## config.mk

```make
export PLATFORM = sky130hd
export DESIGN_NAME = reg_bank
export DESIGN_NICKNAME = d
export VERILOG_FILES = /design/src/rtl/reg_bank_pkg.sv /design/src/rtl/reg_bank_rd_port.sv /design/src/rtl/reg_bank.sv
export SDC_FILE = /design/constraint.sdc
export NUM_CORES = 1
export LEC_CHECK = 0
export CELL_PAD_IN_SITES_DETAIL_PLACEMENT = 0
export CELL_PAD_IN_SITES_GLOBAL_PLACEMENT = 1
export CORE_UTILIZATION = 50
export CTS_CLUSTER_DIAMETER = 150
export DETAILED_ROUTE_END_ITERATION = 16
export PLACE_DENSITY_LB_ADDON = 0.1
export SLEW_MARGIN = 20
export SYNTH_ARGS = -nofsm -noshare
export SYNTH_HDL_FRONTEND = slang
export SYNTH_SLANG_ARGS = --single-unit
```

## constraint.sdc

```tcl
create_clock -name CLK -period 3.5 [get_ports CLK]
set_input_delay 0.7 -clock CLK [delete_from_list [all_inputs] [get_ports CLK]]
set_output_delay 0.7 -clock CLK [all_outputs]
set_load 0.01 [all_outputs]
```

## src/rtl/reg_bank_pkg.sv

```systemverilog
// Shared types for the register bank.
package reg_bank_pkg;

  // Bank mode: normal access or clear sweep in progress.
  typedef enum logic {IDLE, CLEAR} state_t;

endpackage

```

## src/rtl/reg_bank_rd_port.sv

```systemverilog
// One combinational read port: storage mux with optional write-through
// bypass of this cycle's accepted user writes and optional hard zero on r0.
module reg_bank_rd_port #(
  parameter int W       = 8,
  parameter int D       = 3,
  parameter int BYPASS  = 1,
  parameter int ZERO_R0 = 0
) (
  input  logic [D-1:0]              raddr,
  input  logic [(2**D)-1:0][W-1:0]  regs,
  input  logic                      wrEnA,
  input  logic [D-1:0]              wrAddrA,
  input  logic [W-1:0]              wrDataA,
  input  logic                      wrEnB,
  input  logic [D-1:0]              wrAddrB,
  input  logic [W-1:0]              wrDataB,
  output logic [W-1:0]              rdData
);

  // Storage first, then same-cycle write data, then r0 zero wins over all.
  always_comb begin
    rdData = regs[raddr];
    if (BYPASS != 0) begin
      if (wrEnA && (wrAddrA == raddr))      rdData = wrDataA;
      else if (wrEnB && (wrAddrB == raddr)) rdData = wrDataB;
    end
    if ((ZERO_R0 != 0) && (raddr == '0)) rdData = '0;
  end

endmodule

```

## src/rtl/reg_bank.sv

```systemverilog
// Parametrised register bank: NR read ports, paired write, optional zero r0,
// and a start-triggered sweep that clears one entry per clock.
module reg_bank
  import reg_bank_pkg::*;
#(
  parameter int W       = 8,
  parameter int D       = 3,
  parameter int NR      = 2,
  parameter int BYPASS  = 1,
  parameter int ZERO_R0 = 0
) (
  input  logic            CLK,
  input  logic            reset,
  input  logic            start,
  input  logic            write_en,
  input  logic            pair_en,
  input  logic [D-1:0]    waddr,
  input  logic [W-1:0]    data_inA,
  input  logic [W-1:0]    data_inB,
  input  logic [NR*D-1:0] raddr,
  output logic [NR*W-1:0] data_out,
  output logic            busy,
  output logic            write_drop
);

  localparam int DEPTH = 2**D;

  logic [DEPTH-1:0][W-1:0] regs;
  state_t                  state;
  logic [D-1:0]            sweepCnt;
  logic [D-1:0]            pairAddr;
  logic                    acceptWr;
  logic                    wrEnA;
  logic                    wrEnB;

  // A user write lands only in IDLE when no sweep is being requested;
  // r0 targets are dropped silently under ZERO_R0 without flagging a drop.
  assign pairAddr = waddr + 1'b1;
  assign acceptWr = (state == IDLE) && !start && write_en;
  assign wrEnA    = acceptWr && !((ZERO_R0 != 0) && (waddr == '0));
  assign wrEnB    = acceptWr && pair_en && !((ZERO_R0 != 0) && (pairAddr == '0));

  // Read ports share storage and the decoded write strobes.
  for (genvar i = 0; i < NR; i++) begin : gRd
    reg_bank_rd_port #(.W(W), .D(D), .BYPASS(BYPASS), .ZERO_R0(ZERO_R0)) uRd (
      .raddr   (raddr[i*D +: D]),
      .regs    (regs),
      .wrEnA   (wrEnA),
      .wrAddrA (waddr),
      .wrDataA (data_inA),
      .wrEnB   (wrEnB),
      .wrAddrB (pairAddr),
      .wrDataB (data_inB),
      .rdData  (data_out[i*W +: W])
    );
  end

  // Sweep FSM, storage updates and registered status outputs.
  always_ff @(posedge CLK or posedge reset) begin
    if (reset) begin
      state      <= IDLE;
      sweepCnt   <= '0;
      regs       <= '0;
      busy       <= 1'b0;
      write_drop <= 1'b0;
    end else begin
      write_drop <= write_en && !acceptWr;
      case (state)
        IDLE: begin
          if (start) begin
            state    <= CLEAR;
            sweepCnt <= '0;
            busy     <= 1'b1;
          end else begin
            if (wrEnA) regs[waddr]    <= data_inA;
            if (wrEnB) regs[pairAddr] <= data_inB;
          end
        end
        CLEAR: begin
          regs[sweepCnt] <= '0;
          if (sweepCnt == '1) begin
            state    <= IDLE;
            sweepCnt <= '0;
            busy     <= 1'b0;
          end else begin
            sweepCnt <= sweepCnt + 1'b1;
          end
        end
        default: state <= IDLE;
      endcase
    end
  end

endmodule

```

==> Yosys cells after proc, flatten, opt, wreduce, memory -nomap -nowiden <==
Index checks and enable logic that the tools add are counted.
{ "word_totals": {"reg_bits": 70, "inputBits": 30, "out_inout_bits": 18, "wordCells": 78} }
{ "classes": {"n_addsub": 2, "n_lt_le_gt_ge": 8, "n_eq_ne": 8, "n_mux": 31, "n_bitwise": 3, "n_reduce_logical": 14} }
{ "ops": {"columns": ["cell", "n"], "rows": [
  ["64-bit 2-to-1 mux", 5],
  ["64-bit bitwise mux", 2],
  ["64-bit one-hot mux with 2 select lines", 1],
  ["8-bit demux with 3-bit select", 3],
  ["8-bit 2-to-1 mux", 9],
  ["64-bit bitwise AND", 1],
  ["64-bit inverter", 1],
  ["8-bit binary-select mux with 3-bit select", 2],
  ["3-bit by 4-bit < comparator with 1-bit output (second input constant)", 5],
  ["3-bit == test", 4],
  ["1-bit logical AND", 11],
  ["3-bit by 1-bit greater-or-equal comparator with 1-bit output (second input constant)", 3],
  ["3-bit by 1-bit adder with 3-bit output (second input constant)", 2],
  ["3-bit 2-to-1 mux", 2],
  ["3-bit one-hot mux with 2 select lines", 1],
  ["1-bit 2-to-1 mux", 4],
  ["2-bit != test (second input constant)", 2],
  ["1-bit one-hot mux with 2 select lines", 2],
  ["3-bit == test (second input constant)", 1],
  ["1-bit zero test", 2],
  ["2-bit by 1-bit != test with 1-bit output (second input constant)", 1],
  ["2-bit AND reduction", 1],
  ["1-bit inverter", 1]
]} }

==> Longest topological paths before layout <==
{ "logic_depth": {"depth_word": 12, "depth_mapped": 7, "mapped_depth_nobuf": 5} }

==> Cells and area by module <==
A second synthesis with hierarchy kept.
{ "unflattened": {"cells_unflattened": 509, "area_unflattened_um2": 5545.3} }
{ "modules_own_cells": {"columns": ["module", "n_inst", "cells_per_inst", "area_per_inst_um2", "seq_area_each_um2"], "rows": [
  ["reg_bank", 1, 383, 3921.3, 1751.7],
  ["reg_bank_rd_port", 2, 63, 812.0, 0.0]
]} }

==> Worst setup path after synthesis <==
Ideal clock, no wire load.
{ "synth_path": {"kind": "input -> output", "from": "in waddr[0]", "to": "out data_out[11]", "arrival_ns": 2.259, "required_ns": 2.800, "setup_slack_ns": 0.541, "stages": 6, "path_buffers": 1, "path_cell_list": "ha_1 > xor3_1 > or4_1 > buf_4 > mux2i_1 > o21ai_0"} }
{ "synth_via": {"elab_chain_cells": 5, "word_cells_on_any_way": 7, "classes_between": "add/sub: 1; eq/ne: 2; mux: 2; reduce/logical: 2"} }
{ "synth_rtl": {"columns": ["item", "line", "text"], "rows": [
  ["start: declaration", "reg_bank.sv:17", "input logic [D-1:0] waddr,"],
  ["3-bit by 1-bit adder with 3-bit output", "reg_bank.sv:38", "assign pairAddr = waddr + 1'b1;"],
  ["3-bit == test", "reg_bank_rd_port.sv:25", "else if (wrEnB && (wrAddrB == raddr)) rdData = wrDataB;"],
  ["1-bit logical AND", "reg_bank_rd_port.sv:25", null],
  ["8-bit 2-to-1 mux", "reg_bank_rd_port.sv:25", null],
  ["8-bit 2-to-1 mux *", "reg_bank_rd_port.sv:24", "if (wrEnA && (wrAddrA == raddr)) rdData = wrDataA;"],
  ["end: declaration", "reg_bank.sv:21", "output logic [NR*W-1:0] data_out,"]
]} }
Mark *: on every way between the ends. The rest lies on a longest branch, timed or not.

==> Worst setup path after layout <==
{ "layout_path": {"from": "in waddr[0]", "to": "out data_out[14]"} }
Same word-level chain as after synthesis.

==> run summary <==
max-cap viol count - 0
final setup fails - 0
CP arrival - 2.75 ns
Clock Tree Root - clkbuf_16
CP required - 2.80 ns
Largest stage delay, worst path - 0.39 ns
wire length of the first global-routing pass - 36000 microns
Crit-path slowest cell - nor4_2
Slew @ Worst Pin - 1.209 ns
top routing layer in use - met4
port bufs - 47
Crit. End Element - output port
Avg WL per Cell - 27.39 microns
Clock Pin Slew Worst Setup and Hold Paths - 0.06 ns
most frequent cells in the layout - nand2_1 (94), dfrtp_1 (70), buf_4 (63), nor2_1 (59), o31ai_1 (58)
Primary FF master, synth - dfrtp_1
htree depth - 3
async set-reset flop share out of synthesis - 1.000
Max IR drop VDD - 0.0004077 V
Yosys cell types - 53
Num CTS Buffers - 9
GR Overflow Total - 0
die area - 12190 sq um
commonest non-fill, non-tap cell in the layout - nand2_1
Placed Cells - 833
CTS sink count - 70
gr usage total - 0.3935
hpwl dp - 16680 microns
Setup Skew - 0.004141 ns
Fillers - 967
routed length on met3 - 2860 microns
largest net degree at the start of global routing - 43
critical path cell sequence - dlygate4sd2_1 > ha_2 > buf_4 > buf_4 > xnor2_1 > nor4_2 > o32ai_2 > o31ai_1 > buf_4 > clkdlybuf4s15_2
core area - 11420 sq um
Synth warnings - 0
nets - 746
status - finished, final reports clean
Routed Antenna Nets - 0
IO Count - 48
Site Rows - 39
flops & latches, synth - 70
Post-synth EDFFs - 0
aggregate routed wire length - 23550 microns
die extent in y - 110.4 microns
First DRT Iteration DRCs - 836
antenna cells - 0
final hold vios - 0
clk_lat worst skew - 0.35 ns
chip width - 110.4 microns
Max Root-Sink Buffers - 2
Final Cycle Share - 0.9862
CTS tree - built
max_slew headroom - 0.1900
total number of vias - 6056
synthesized area per cell - 9.343 sq um
Net Count, Synth - 663
Critical path buffers and inverters - 5
number of global-route vias before repair - 6038
Met1 Wirelength - 9030 microns
initial core utilization - 0.5147
Vias/cell - 7.042
Power Total - 0.003069 W
Met2 Wirelength - 10370 microns
initial antenna violation count - 0
Max Slew Vio Count - 0
Worst Hold Class - flop to flop
share of cells above drive strength 1 - 0.2524
Crit Path Category - input pin to output port
min Tclk post-route - 3.452 ns
DRC - 0
Seq/Total Area, Yosys - 0.2981
Gate Count Post-Synth - 629
Pre-antenna DRT Iters - 5
Largest delay share family, worst path - buffers and inverters
Non-Filler Instances - 860
Worst Path Max Fanout - 3
Max Freq - 0.2897 GHz
startpoint types - input pin
crit-path most repeated cell - buf_4
cell area after synthesis - 5877 sq um
Syn-to-layout area delta - 23.99%
Leak - 3.182 nW
placer's final routability congestion estimate - 0.9423
Pwr per Cell Area - 421.2 nW/um^2
## cell usage after synthesis (all sizes together), types with 2 or more instances
| cell | count | area, sq um |
|---|---|---|
| a31oi | 10 | 62.56 |
| clkbuf | 22 | 85.08 |
| nand2b | 2 | 12.51 |
| and3b | 2 | 17.52 |
| nand2 | 94 | 352.8 |
| nor3b | 3 | 37.54 |
| o2111ai | 7 | 61.31 |
| mux2 | 15 | 168.9 |
| o21ai | 22 | 110.1 |
| a21oi | 6 | 30.03 |
| nand3 | 2 | 10.01 |
| xor2 | 7 | 61.31 |
| o31ai | 58 | 435.4 |
| and3 | 57 | 356.6 |
| nor2b | 3 | 18.77 |
| o211ai | 6 | 45.04 |
| mux2i | 15 | 150.1 |
| nand4 | 10 | 68.81 |
| nor2 | 59 | 221.5 |
| a211oi | 56 | 420.4 |
| nor4 | 11 | 195.2 |
| ha | 4 | 50.05 |
| dfrtp | 70 | 1752 |
| inv | 4 | 15.02 |
| or3 | 2 | 12.51 |
| mux4 | 32 | 720.7 |
| buf | 31 | 177.7 |
| xnor2 | 3 | 26.28 |
## state kept, by name, summed over array words and instances (netlist names)
signal	count
sweepCnt	3
write_drop	1
regs	64
state	1
busy	1
## report_power, final
part,leakage [nW],total [W],switching (W),internal (W)
sequential,0.962,0.00104,0.000143,0.000898
clock,0.137,0.000931,0.000380,0.000551
combinational,2.08,0.00110,0.000699,0.000398
total,3.18,0.00307,0.00122,0.00185
## timing repair
item	4_1_cts	5_1_grt
pin swaps	3	3
setup buffers	3	7
endpoints found under the setup margin	16	13
hold buffers	0	0
cloned	0	1
resized for setup	51	24
## stage by stage
| step | instance area [sq um] | hold slack [ns] | TNS (ns) | setup WS, ns | util |
|---|---|---|---|---|---|
| finish | 7287 | 0.5386 | 0 | 0.04837 | 0.6382 |
| global route | 7287 | 0.5757 | -0.03104 | -0.03104 | 0.6382 |
| CTS | 7167 | 0.5374 | 0 | 0.01160 | 0.6277 |
| detailed placement | 6854 | 0.5175 | -5.643 | -0.4657 | 0.6003 |
| global placement | 6854 | 0.5065 | -5.691 | -0.4514 | 0.6003 |
| floorplan | 5877 | 0.4827 | 0 | 0.5414 | - |
## tightest hold or removal path: stages, from the launching register on
cell and delay [ns]:
dfrtp_1 0.38, nand2_1 0.06, o31ai_1 0.06
## path summary, 6_finish.rpt
| check | from | endpoint | slack (ns) | cells after the start |
|---|---|---|---|---|
| min in group asynchronous | reset | regs[43]$_DFFE_PP0P_ | 0.78 | 2 |
| worst min register to register | regs[61]$_DFFE_PP0P_ | regs[61]$_DFFE_PP0P_ | 0.54 | 2 |
| worst max register to register | state$_DFF_PP0_ | regs[60]$_DFFE_PP0P_ | 1.19 | 5 |
| worst min-delay path | regs[61]$_DFFE_PP0P_ | regs[61]$_DFFE_PP0P_ | 0.54 | 2 |
| worst max-delay path | waddr[0] | data_out[14] | 0.05 | 10 |
| max in group asynchronous | reset | regs[60]$_DFFE_PP0P_ | 2.03 | 3 |
## per-layer routing
layer | up-vias | GRT usage
li1 | 2598 | -
met1 | 2934 | 0.5089
met2 | 415 | 0.5888
met3 | 109 | 0.1109
met4 | 0 | 0.2284
met5 | - | 0
## final cells by class
| class | instances | area (sq um) | share of cell area |
|---|---|---|---|
| well taps | 143 | 178.9 | 0.02455 |
| repair buffers | 125 | 1151 | 0.1580 |
| clock buffers | 12 | 236.5 | 0.03245 |
| clock inverters | 4 | 47.55 | 0.006525 |
| flip-flops and latches | 70 | 1752 | 0.2404 |
| inverters | 4 | 15.01 | 0.002060 |
| multi-input cells | 502 | 3906 | 0.5361 |
## kinds of logic (layout without fill, tap and decap cells)
logic type	count (synthesis)	count (layout)	share of synthesized area
XOR/XNOR	12	12	0.02278
adder cells (fa/ha/maj)	4	4	0.008516
multiplexers	62	62	0.1769
AO/OA/AOI/OAI	170	170	0.2057
buffers and inverters	57	145	0.04726
flip-flops	70	70	0.2981
AND/OR/NAND/NOR	254	254	0.2408
No activity file was read; power rests on OpenSTA's default activity.
